`src/rtl/spi_frame_rx.sv`:
```
// SPI mode-0 frame receiver: synchronises sclk/copi/ncs into clk and emits one word per legal frame.
// Optional illegal-frame counter is built only when SPI_ERR_COUNT_EN is defined.
module spi_frame_rx #(
    parameter int SYNC_STAGES = 2,
    parameter int FRAME_BITS  = 16
) (
    input  logic                  clk,
    input  logic                  rst,
    input  logic                  sclk,
    input  logic                  copi,
    input  logic                  ncs,
    output logic [FRAME_BITS-1:0] frame_data,
    output logic                  frame_valid,
    output logic                  frame_err,
    output logic                  busy,
    output logic [7:0]            err_count
);

    localparam int CW = $clog2(FRAME_BITS + 2);
    localparam logic [CW-1:0] CNT_FULL = CW'(FRAME_BITS);
    localparam logic [CW-1:0] CNT_OVER = CW'(FRAME_BITS + 1);

    typedef enum logic {IDLE, ACTIVE} state_t;

    state_t                  state, state_next;
    logic [SYNC_STAGES-1:0]  sclk_sync, copi_sync, ncs_sync;
    logic                    sclk_d, copi_d, ncs_d;
    logic                    sclk_rise, ncs_fall, ncs_rise;
    logic [FRAME_BITS-1:0]   shift_reg, shift_next, data_next;
    logic [CW-1:0]           count, count_next;
    logic                    valid_next, err_next;

    // Synchronisers and edge-detect flops reset to the bus idle levels.
    always_ff @(posedge clk or posedge rst) begin
        if (rst) begin
            sclk_sync <= '0;
            copi_sync <= '0;
            ncs_sync  <= '1;
            sclk_d    <= 1'b0;
            copi_d    <= 1'b0;
            ncs_d     <= 1'b1;
        end else begin
            // NOTE: non-blocking assignments so every flop samples pre-edge values.
            sclk_sync <= {sclk_sync[SYNC_STAGES-2:0], sclk};
            copi_sync <= {copi_sync[SYNC_STAGES-2:0], copi};
            ncs_sync  <= {ncs_sync[SYNC_STAGES-2:0], ncs};
            sclk_d    <= sclk_sync[SYNC_STAGES-1];
            copi_d    <= copi_sync[SYNC_STAGES-1];
            ncs_d     <= ncs_sync[SYNC_STAGES-1];
        end
    end

    assign sclk_rise = sclk_sync[SYNC_STAGES-1] & ~sclk_d;
    assign ncs_fall  = ~ncs_sync[SYNC_STAGES-1] & ncs_d;
    assign ncs_rise  = ncs_sync[SYNC_STAGES-1] & ~ncs_d;

    always_ff @(posedge clk or posedge rst) begin
        if (rst) begin
            state       <= IDLE;
            shift_reg   <= '0;
            count       <= '0;
            frame_data  <= '0;
            frame_valid <= 1'b0;
            frame_err   <= 1'b0;
        end else begin
            state       <= state_next;
            shift_reg   <= shift_next;
            count       <= count_next;
            frame_data  <= data_next;
            frame_valid <= valid_next;
            frame_err   <= err_next;
        end
    end

    always_comb begin
        // NOTE: every output defaults first so no path leaves one unassigned (no latches).
        state_next = state;
        shift_next = shift_reg;
        count_next = count;
        data_next  = frame_data;
        valid_next = 1'b0;
        err_next   = 1'b0;
        case (state)
            IDLE: begin
                if (ncs_fall) begin
                    state_next = ACTIVE;
                    shift_next = '0;
                    count_next = '0;
                end
            end
            ACTIVE: begin
                // A clock edge coinciding with the end of frame is dropped.
                if (ncs_rise) begin
                    state_next = IDLE;
                    if (count == CNT_FULL) begin
                        valid_next = 1'b1;
                        data_next  = shift_reg;
                    end else if (count != '0) begin
                        err_next = 1'b1;
                    end
                end else if (sclk_rise) begin
                    shift_next = {shift_reg[FRAME_BITS-2:0], copi_d};
                    if (count != CNT_OVER)
                        count_next = count + 1'b1;
                end
            end
            default: state_next = IDLE;
        endcase
    end

    assign busy = (state == ACTIVE);

`ifdef SPI_ERR_COUNT_EN
    logic [7:0] err_cnt;

    always_ff @(posedge clk or posedge rst) begin
        if (rst)
            err_cnt <= '0;
        else if (err_next && err_cnt != 8'hFF)
            err_cnt <= err_cnt + 8'd1;
    end

    assign err_count = err_cnt;
`else
    assign err_count = 8'd0;
`endif

endmodule

```
`config.mk`:
```
export PLATFORM = sky130hd
export DESIGN_NAME = spi_frame_rx
export DESIGN_NICKNAME = d
export VERILOG_FILES = /design/src/rtl/spi_frame_rx.sv
export SDC_FILE = /design/constraint.sdc
export NUM_CORES = 1
export LEC_CHECK = 0
export BUFFER_PORTS_ARGS = -buffer_cell sky130_fd_sc_hd__buf_2
export CAP_MARGIN = 20
export CORE_ASPECT_RATIO = 1.4
export CORE_UTILIZATION = 45
export CTS_BUF_LIST = sky130_fd_sc_hd__clkbuf_8
export DETAILED_ROUTE_END_ITERATION = 7
export GPL_TIMING_DRIVEN = 0
export PLACE_DENSITY = 0.68
export SLEW_MARGIN = 5
export SYNTH_ARGS = -nofsm -noshare
export SYNTH_HDL_FRONTEND = slang
export SYNTH_SLANG_ARGS = --single-unit
```
`constraint.sdc`:
```
create_clock -name clk -period 1.6 [get_ports clk]
set_clock_uncertainty 0.05 [all_clocks]
set_input_delay 0.32 -clock clk [delete_from_list [all_inputs] [get_ports clk]]
set_output_delay 0.32 -clock clk [all_outputs]
set_load 0.005 [all_outputs]
```
==> results of run 1 <==
## Yosys cell counts (all sizes together)
master,count,area (sq um)
nand2b,1,8.76
buf,11,81.3
nor3,1,16.3
a21boi,1,7.51
or4,1,7.51
and4,1,8.76
nor2b,2,12.5
a31oi,1,12.5
nor3b,1,7.51
ha,3,37.5
dfrtp,46,1150
dfstp,3,78.8
o41ai,1,8.76
o21ai,20,100
mux2,16,180
nor4b,1,15.0
clkbuf,3,11.3
o2bb2ai,1,8.76
and2,1,6.26
nand3,5,25.0
nand2,36,135
o31ai,1,7.51
conb,1,3.75
inv,5,18.8
nor2,3,11.3
## through the flow
stage	setup TNS (ps)	instance area, sq um	setup slack [ps]	utilization, %	power (mW)
after CTS	-1070	2430	-78.2	57.7	2.69
after floorplan	-382	1990	-42.4	-	1.62
after detailed placement	-3720	2180	-252	52.0	1.70
final	-769	2500	-70.6	59.4	2.68
after global placement	-28400	2160	-532	51.5	1.68
after global routing	-1590	2500	-107	59.4	2.82
## power groups by stage
stage	clock network, mW	registers, mW	logic [mW]
finish	0.896	1.38	0.401
detailed placement	0	1.43	0.277
floorplan	0	1.41	0.210
global placement	0	1.42	0.261
CTS	0.923	1.38	0.385
global route	0.970	1.39	0.452
## worst register-to-register path, stage by stage, from the launching register on
cell and delay, ps:
dfstp_2 590, nand2b_4 100, nor3_4 220, buf_6 160, buf_8 130, mux2_4 300
## cell families (layout without fill, tap and decap cells)
group / count (synthesis) / after routing / synth area share [%]
muxes: 16 / 16 / 9.18
buffers and inverters: 19 / 63 / 5.68
other: 1 / 8 / 0.191
DFF: 49 / 49 / 62.7
AOI/OAI and AO/OA: 25 / 25 / 7.40
adders and majority gates: 3 / 3 / 1.91
and+or+nand+nor: 53 / 53 / 12.9
## area by class of cell
class | instances | area (sq um) | share of cell area [%]
sequential | 49 | 1230 | 49.3
multi-input combinational | 105 | 723 | 29.0
timing repair buffer | 36 | 246 | 9.87
buffer | 14 | 105 | 4.21
clock buffer | 6 | 82.6 | 3.31
tap | 45 | 56.3 | 2.25
clock inverter | 2 | 33.8 | 1.35
inverter | 5 | 18.8 | 0.752
## repair_timing
| item | 4_1_cts | 5_1_grt |
|---|---|---|
| gates cloned | 1 | 0 |
| pin swaps | 2 | 1 |
| hold buffers | 1 | 0 |
| endpoints found under the hold margin | 14 | 0 |
| setup endpoints to repair | 33 | 36 |
| setup buffers | 8 | 2 |
| gates resized for setup | 16 | 19 |
## metal layers
metal | track usage, % | wire [um] | up-vias
met3 | 5.15 | 133 | 6
met1 | 21.9 | 1630 | 629
met2 | 27.0 | 1690 | 29
met5 | 0 | 0 | -
li1 | - | - | 634
met4 | 7.14 | 61 | 0
## worst paths after layout
kind | slack [ps] | start | to | cells after the start
worst max-delay path | -70 | ncs_sync[1] | frame_data[4] | 5
worst min-delay path | 60 | ncs | ncs_sync[0] | 1
worst max register to register | -70 | ncs_sync[1] | frame_data[4] | 5
worst min register to register | 300 | sclk_sync[0] | sclk_sync[1] | 0
max in group asynchronous | 510 | rst | busy | 4
min in group asynchronous | 490 | rst | shift_reg[7] | 3
==> impl_metrics.tcl, run 1 <==
set metrics [dict create \
    cp_slowest_cell "dfstp_2" \
    setup_viol 16 \
    antenna_cells 0 \
    dp.cells 242 \
    arrival_ps 1810 \
    path_delay_family "flip-flops" \
    tritoncts "done" \
    cts_root_buf "clkbuf_8" \
    wl_per_cell_um 13.4 \
    hold_class "input port to register" \
    initial_core_util_pct 46.7 \
    rsz0062_at_grt "yes" \
    drt_iter0_markers 59 \
    h-tree-depth 2 \
    hpwl_mm 2.17 \
    fin_ws_ps -70.6 \
    path_cells "nand2b_4, nor3_4, buf_6, buf_8, mux2_4" \
    portBuffers 23 \
    final-max-slew-violation-count 0 \
    layout_common_cells "dfrtp_1 (45), nand2_1 (35), buf_2 (23)" \
    path_class "register to register" \
    status "finished, violations left" \
    fp-row-count 28 \
    die_area_sq_um 4630 \
    swShare_pct 25.0 \
    pwr-share-seq_pct 51.6 \
    synth.distinct_cells 28 \
    final.min_clock_period_ps 1670 \
    pwr-share-clk_pct 33.4 \
    nets 224 \
    syn_area_sq_um 1960 \
    nFillCells 353 \
    die_height_um 80.1 \
    drc 4 \
    path_max_fanout 5 \
    core_sq_um 4200 \
    vias 1298 \
    grt_max_degree 33 \
    p_leak_nw 1.25 \
    cts_buffers 5 \
    max_cap_violations 0 \
    finalNonFillerCells 262 \
    clock_path_buffers 2 \
    critical_path_required_ps 1740 \
    synth_area_per_cell_sq_um 11.8 \
    final_common_cell "dfrtp_1" \
    grt_antenna_before_repair 0 \
    power_density_nw_per_um2 1070 \
    period_share_pct 104 \
    ys_warn_count 0 \
    slowest_delay_ps 590 \
    hold_viol 0 \
    gp_congestion 0.716 \
    syn_inst 166 \
    drtPass1Iterations 6 \
    violations "DRC, setup timing" \
    area_delta_synth_final_pct 27.3 \
    drive_above_1_share_pct 37.3 \
    clock_sinks 49 \
    pwr-share-comb_pct 15.0 \
    fmax_mhz 599 \
    vias_per_cell 4.95 \
    ant_nets 0 \
    path_clk_slew_ps 90 \
    cp-start-kind "register" \
    num_io_pins 32 \
    clock_latency_ps 300 \
    p_int_mw 2.01 \
    routed_wl_mm 3.51 \
    ys_ff_latch 49 \
    die_w_um 57.8 \
    endpoint_kind "register" \
    p_sw_mw 0.671 \
    track_usage_pct 17.2 \
    grt_overflow_total 0 \
    worstPathBufferInverterCount 2 \
    seq_area_frac_synth_pct 62.7 \
    grt_pass1_vias 1251 \
    ir_drop_v 0.000662 \
    hold_ws_ps 56.7 \
    grt_pass1_wl_mm 5.89 \
]
Power figures use the tool's default switching activity.
==> run 2, diff against run 1 <==
Settings changed: HOLD_SLACK_MARGIN set to 0.1.
==> run 2 against run 1 <==
Compared with the run above:
- total power grew 0.16%
- the flow still finishes with violations (DRC, setup timing)
- non-clock buffer count grew 3
- routed wire length increased by 0.85%
- sequential share of layout area decreased by 0.59 points
==> impl_metrics.tcl, run 2 (same netlist as run 1, synthesis figures left out) <==
set metrics [dict create \
    status "finished, violations left" \
    violations "DRC, setup timing" \
    grt_max_degree 33 \
    rsz0062_at_grt "yes" \
    wl_per_cell_um 13.4 \
    initial_core_util_pct 46.7 \
    r2r_start "ncs_sync[1]" \
    antenna_cells 0 \
    grt_pass1_wl_mm 5.95 \
    fp-row-count 28 \
    vias 1311 \
    drc 4 \
    arrival_ps 1810 \
    grt_antenna_before_repair 0 \
    hpwl_mm 2.17 \
    layout_common_cells "dfrtp_1 (45), nand2_1 (35), buf_2 (23)" \
    clock_sinks 49 \
    ant_nets 0 \
    cts_buffers 5 \
    final-max-slew-violation-count 0 \
    critical_path_required_ps 1740 \
    setup_viol 16 \
    grt_overflow_total 0 \
    num_io_pins 32 \
    die_w_um 57.8 \
    min_from "sclk_sync[0]" \
    nets 227 \
    hold_depth 0 \
    path_max_fanout 5 \
    clock_latency_ps 300 \
    track_usage_pct 17.3 \
    portBuffers 23 \
    h-tree-depth 2 \
    path_clk_slew_ps 90 \
    r2r_cells 5 \
    fmax_mhz 599 \
    hold_ws_ps 301 \
    max_cap_violations 0 \
    reg2reg_slack_ps -70 \
    drt_iter0_markers 43 \
    endpoint_kind "register" \
    core_sq_um 4200 \
    routed_wl_mm 3.54 \
    die_area_sq_um 4630 \
    power_density_nw_per_um2 1060 \
    gp_congestion 0.716 \
    final_common_cell "dfrtp_1" \
    hold_viol 0 \
    p_leak_nw 1.27 \
    path_class "register to register" \
    drtPass1Iterations 6 \
    area_delta_synth_final_pct 28.8 \
    final.min_clock_period_ps 1670 \
    worstHoldEndpoint "sclk_sync[1]" \
    cts_root_buf "clkbuf_8" \
    cp-start-kind "register" \
    place_area_sq_um 2180 \
    hold_class "register to register" \
    fin_ws_ps -70.6 \
    drive_above_1_share_pct 36.8 \
    grt_pass1_vias 1284 \
    die_height_um 80.1 \
    period_share_pct 104 \
    worst_r2r_endpoint "frame_data[4]" \
    vias_per_cell 4.95 \
    ir_drop_v 0.000671 \
    clock_path_buffers 2 \
    tritoncts "done" \
    fin_area_sq_um 2530 \
]
run 2: changes by cell type in the layout (fill, tap and decap cells not counted):
cell / before / now
dlygate4sd3_1: 1 / 4
run 2: metal layers:
layer,vias to the layer above,track usage [%],wire [um]
met5,-,0,0
met4,0,7.14,61
met3,6,5.15,130
met2,32,27.8,1710
met1,633,21.7,1630
li1,640,-,-
run 2: cell type report:
class	instances	area (sq um)
flip-flops and latches	49	1230
multi-input cells	105	723
clock inverters	2	33.8
well taps	45	56.3
inverters	5	18.8
plain buffers	14	105
repair buffers	39	277
clock buffers	6	82.6
fillers	350	1680
run 2: where the power goes:
group          internal [mW]  leakage, nW  switching (mW)
combinational          0.191        0.557           0.217
clock                  0.503       0.0626           0.390
sequential              1.32        0.647          0.0631
total                   2.02         1.27           0.670
run 2: how the worst max path moves through the flow:
stage / from / end / slack [ps]
6_report: ncs_sync[1] / frame_data[4] / -70
2_1_floorplan: ncs_sync[1] / frame_data[0] / -40
3_3_place_gp: rst / frame_data[12] / -530
4_1_cts: count[0] / frame_data[10] / -80
3_5_place_dp: count[0] / frame_data[4] / -250
5_1_grt: ncs_sync[1] / frame_data[2] / -110
run 2: repair_timing:
item                                   in CTS  in global routing
gates cloned                                1                  0
endpoints found under the hold margin      17                  0
setup buffers                               8                  2
hold buffers                                4                  0
pin swaps                                   2                  1
resized for setup                          16                 19
setup endpoints to repair                  33                 36
run 2: stage by stage:
stage | power [mW] | setup slack, ps | TNS [ps] | utilization (%) | instances
floorplan | 1.62 | -42.4 | -382 | - | 173
global placement | 1.68 | -532 | -28400 | 51.5 | 241
detailed placement | 1.70 | -252 | -3720 | 52.0 | 242
CTS | 2.69 | -78.2 | -1070 | 58.5 | 263
global route | 2.82 | -107 | -1590 | 60.1 | 265
finish | 2.69 | -70.6 | -796 | 60.1 | 265
run 2: worst max-delay path, cell delays in order, from the launching register on:
cell and delay [ps]:
dfstp_2 590, nand2b_4 100, nor3_4 230, buf_6 160
buf_8 130, mux2_4 300
==> run 3, diff against run 2 <==
Settings changed: MAX_ROUTING_LAYER set to met4.
==> run 3 against run 2 <==
Compared with the run above:
- the run still ends with DRC, setup timing left
- largest power group unchanged
- non-clock buffer count is the same
- final cell count unchanged
- routed wire length up 0.23%
- critical path type unchanged
- highest routed layer unchanged
==> impl_metrics.tcl, run 3 (same netlist as run 1, synthesis figures left out) <==
set metrics [dict create \
    arrival_ps 1820 \
    dp.cells 242 \
    place_ws_ps -252 \
    tritoncts "done" \
    num_io_pins 32 \
    vias_per_cell 4.97 \
    r2r_start "ncs_sync[1]" \
    cp_slowest_cell "dfstp_2" \
    period_share_pct 105 \
    die_height_um 80.1 \
    clock_path_buffers 2 \
    startpoint "ncs_sync[1]" \
    cts_root_buf "clkbuf_8" \
    area_delta_synth_final_pct 28.8 \
    ir_drop_v 0.000671 \
    core_sq_um 4200 \
    rsz0062_at_grt "yes" \
    path_class "register to register" \
    drt_iter0_markers 38 \
    endpoint_kind "register" \
    fin_ws_ps -75.2 \
    max_cap_violations 0 \
    cts_buffers 5 \
    grt_pass1_wl_mm 5.96 \
    final-max-slew-violation-count 0 \
    die_area_sq_um 4630 \
    hold_ws_ps 301 \
    seqCellArea_sq_um 1230 \
    p_leak_nw 1.27 \
    path_cells "nand2b_4, nor3_4, buf_6, buf_8, mux2_4" \
    ant_nets 0 \
    antenna_cells 0 \
    power_density_nw_per_um2 1060 \
    vias 1318 \
    grt_overflow_total 0 \
    path_clk_slew_ps 90 \
    fp-row-count 28 \
    multi_input_area_sq_um 723 \
    final_common_cell "dfrtp_1" \
    wl_per_cell_um 13.4 \
    min_from "sclk_sync[0]" \
    initial_core_util_pct 46.7 \
    drtPass1Iterations 6 \
    fmax_mhz 597 \
    grt_max_degree 33 \
    hold_class "register to register" \
    die_w_um 57.8 \
    fin_tns_setup_ps -862 \
    setup_viol 16 \
    status "finished, violations left" \
    path_max_fanout 5 \
    portBuffers 23 \
    final.min_clock_period_ps 1680 \
    drive_above_1_share_pct 36.8 \
    clock_sinks 49 \
    finalNonFillerCells 265 \
    grt_pass1_vias 1284 \
    grt_antenna_before_repair 0 \
    routed_wl_mm 3.55 \
    track_usage_pct 17.7 \
    nFillCells 350 \
    drc 4 \
    hpwl_mm 2.17 \
    gp_congestion 0.725 \
    layout_common_cells "dfrtp_1 (45), nand2_1 (35), buf_2 (23)" \
    cp-start-kind "register" \
    critical_path_required_ps 1740 \
    h-tree-depth 2 \
    violations "DRC, setup timing" \
    nets 227 \
    slowest_delay_ps 590 \
    hold_viol 0 \
    clock_latency_ps 300 \
]
==> run 3: repair_timing <==
action / in CTS / in global routing
gates cloned: 1 / 0
endpoints found under the hold margin: 17 / 0
buffers inserted: 8 / 2
pin swaps: 2 / 1
hold buffers: 4 / 0
resized for setup: 16 / 19
setup endpoints to repair: 33 / 36
==> run 3: final timing paths <==
check / end / cells past startpoint / slack (ps)
setup / recovery: frame_data[4] / 5 / -80
hold / removal: sclk_sync[1] / 0 / 300
setup reg to reg: frame_data[4] / 5 / -80
hold reg to reg: sclk_sync[1] / 0 / 300
max in group asynchronous: busy / 4 / 510
min in group asynchronous: shift_reg[7] / 3 / 490
==> run 3: cell type report <==
type	count	area share, %
multi-input combinational	105	28.6
sequential	49	48.7
inverter	5	0.743
clock inverter	2	1.34
buffer	14	4.16
timing repair buffer	39	10.9
tap	45	2.23
clock buffer	6	3.27
==> run 3: worst max-delay path: cells and delay by family, from the launching register on <==
| family | cells | cell delay [ps] |
|---|---|---|
| DFF | 1 | 590 |
| and+or+nand+nor | 2 | 330 |
| muxes | 1 | 300 |
| buffers and inverters | 2 | 290 |
==> run 3: layer usage <==
| layer | vias to the layer above | global-route usage [%] | part of all wire, % |
|---|---|---|---|
| met1 | 637 | 22.0 | 46 |
| met5 | - | - | 0 |
| met2 | 34 | 27.7 | 48 |
| li1 | 642 | - | - |
| met3 | 5 | 4.35 | 3.5 |
| met4 | 0 | 7.14 | 1.7 |
==> run 3: power by group <==
group	leakage [nW]	switching, mW	total [mW]	internal, mW
logic	0.557	0.217	0.408	0.191
clock network	0.0626	0.394	0.898	0.503
registers	0.647	0.0627	1.38	1.32
==> run 3: metrics by stage <==
step	power, mW	cell area, sq um	util [%]
floorplan	1.62	1990	-
global placement	1.68	2160	51.5
detailed placement	1.70	2180	52.0
CTS	2.69	2460	58.5
global route	2.82	2530	60.1
finish	2.69	2530	60.1
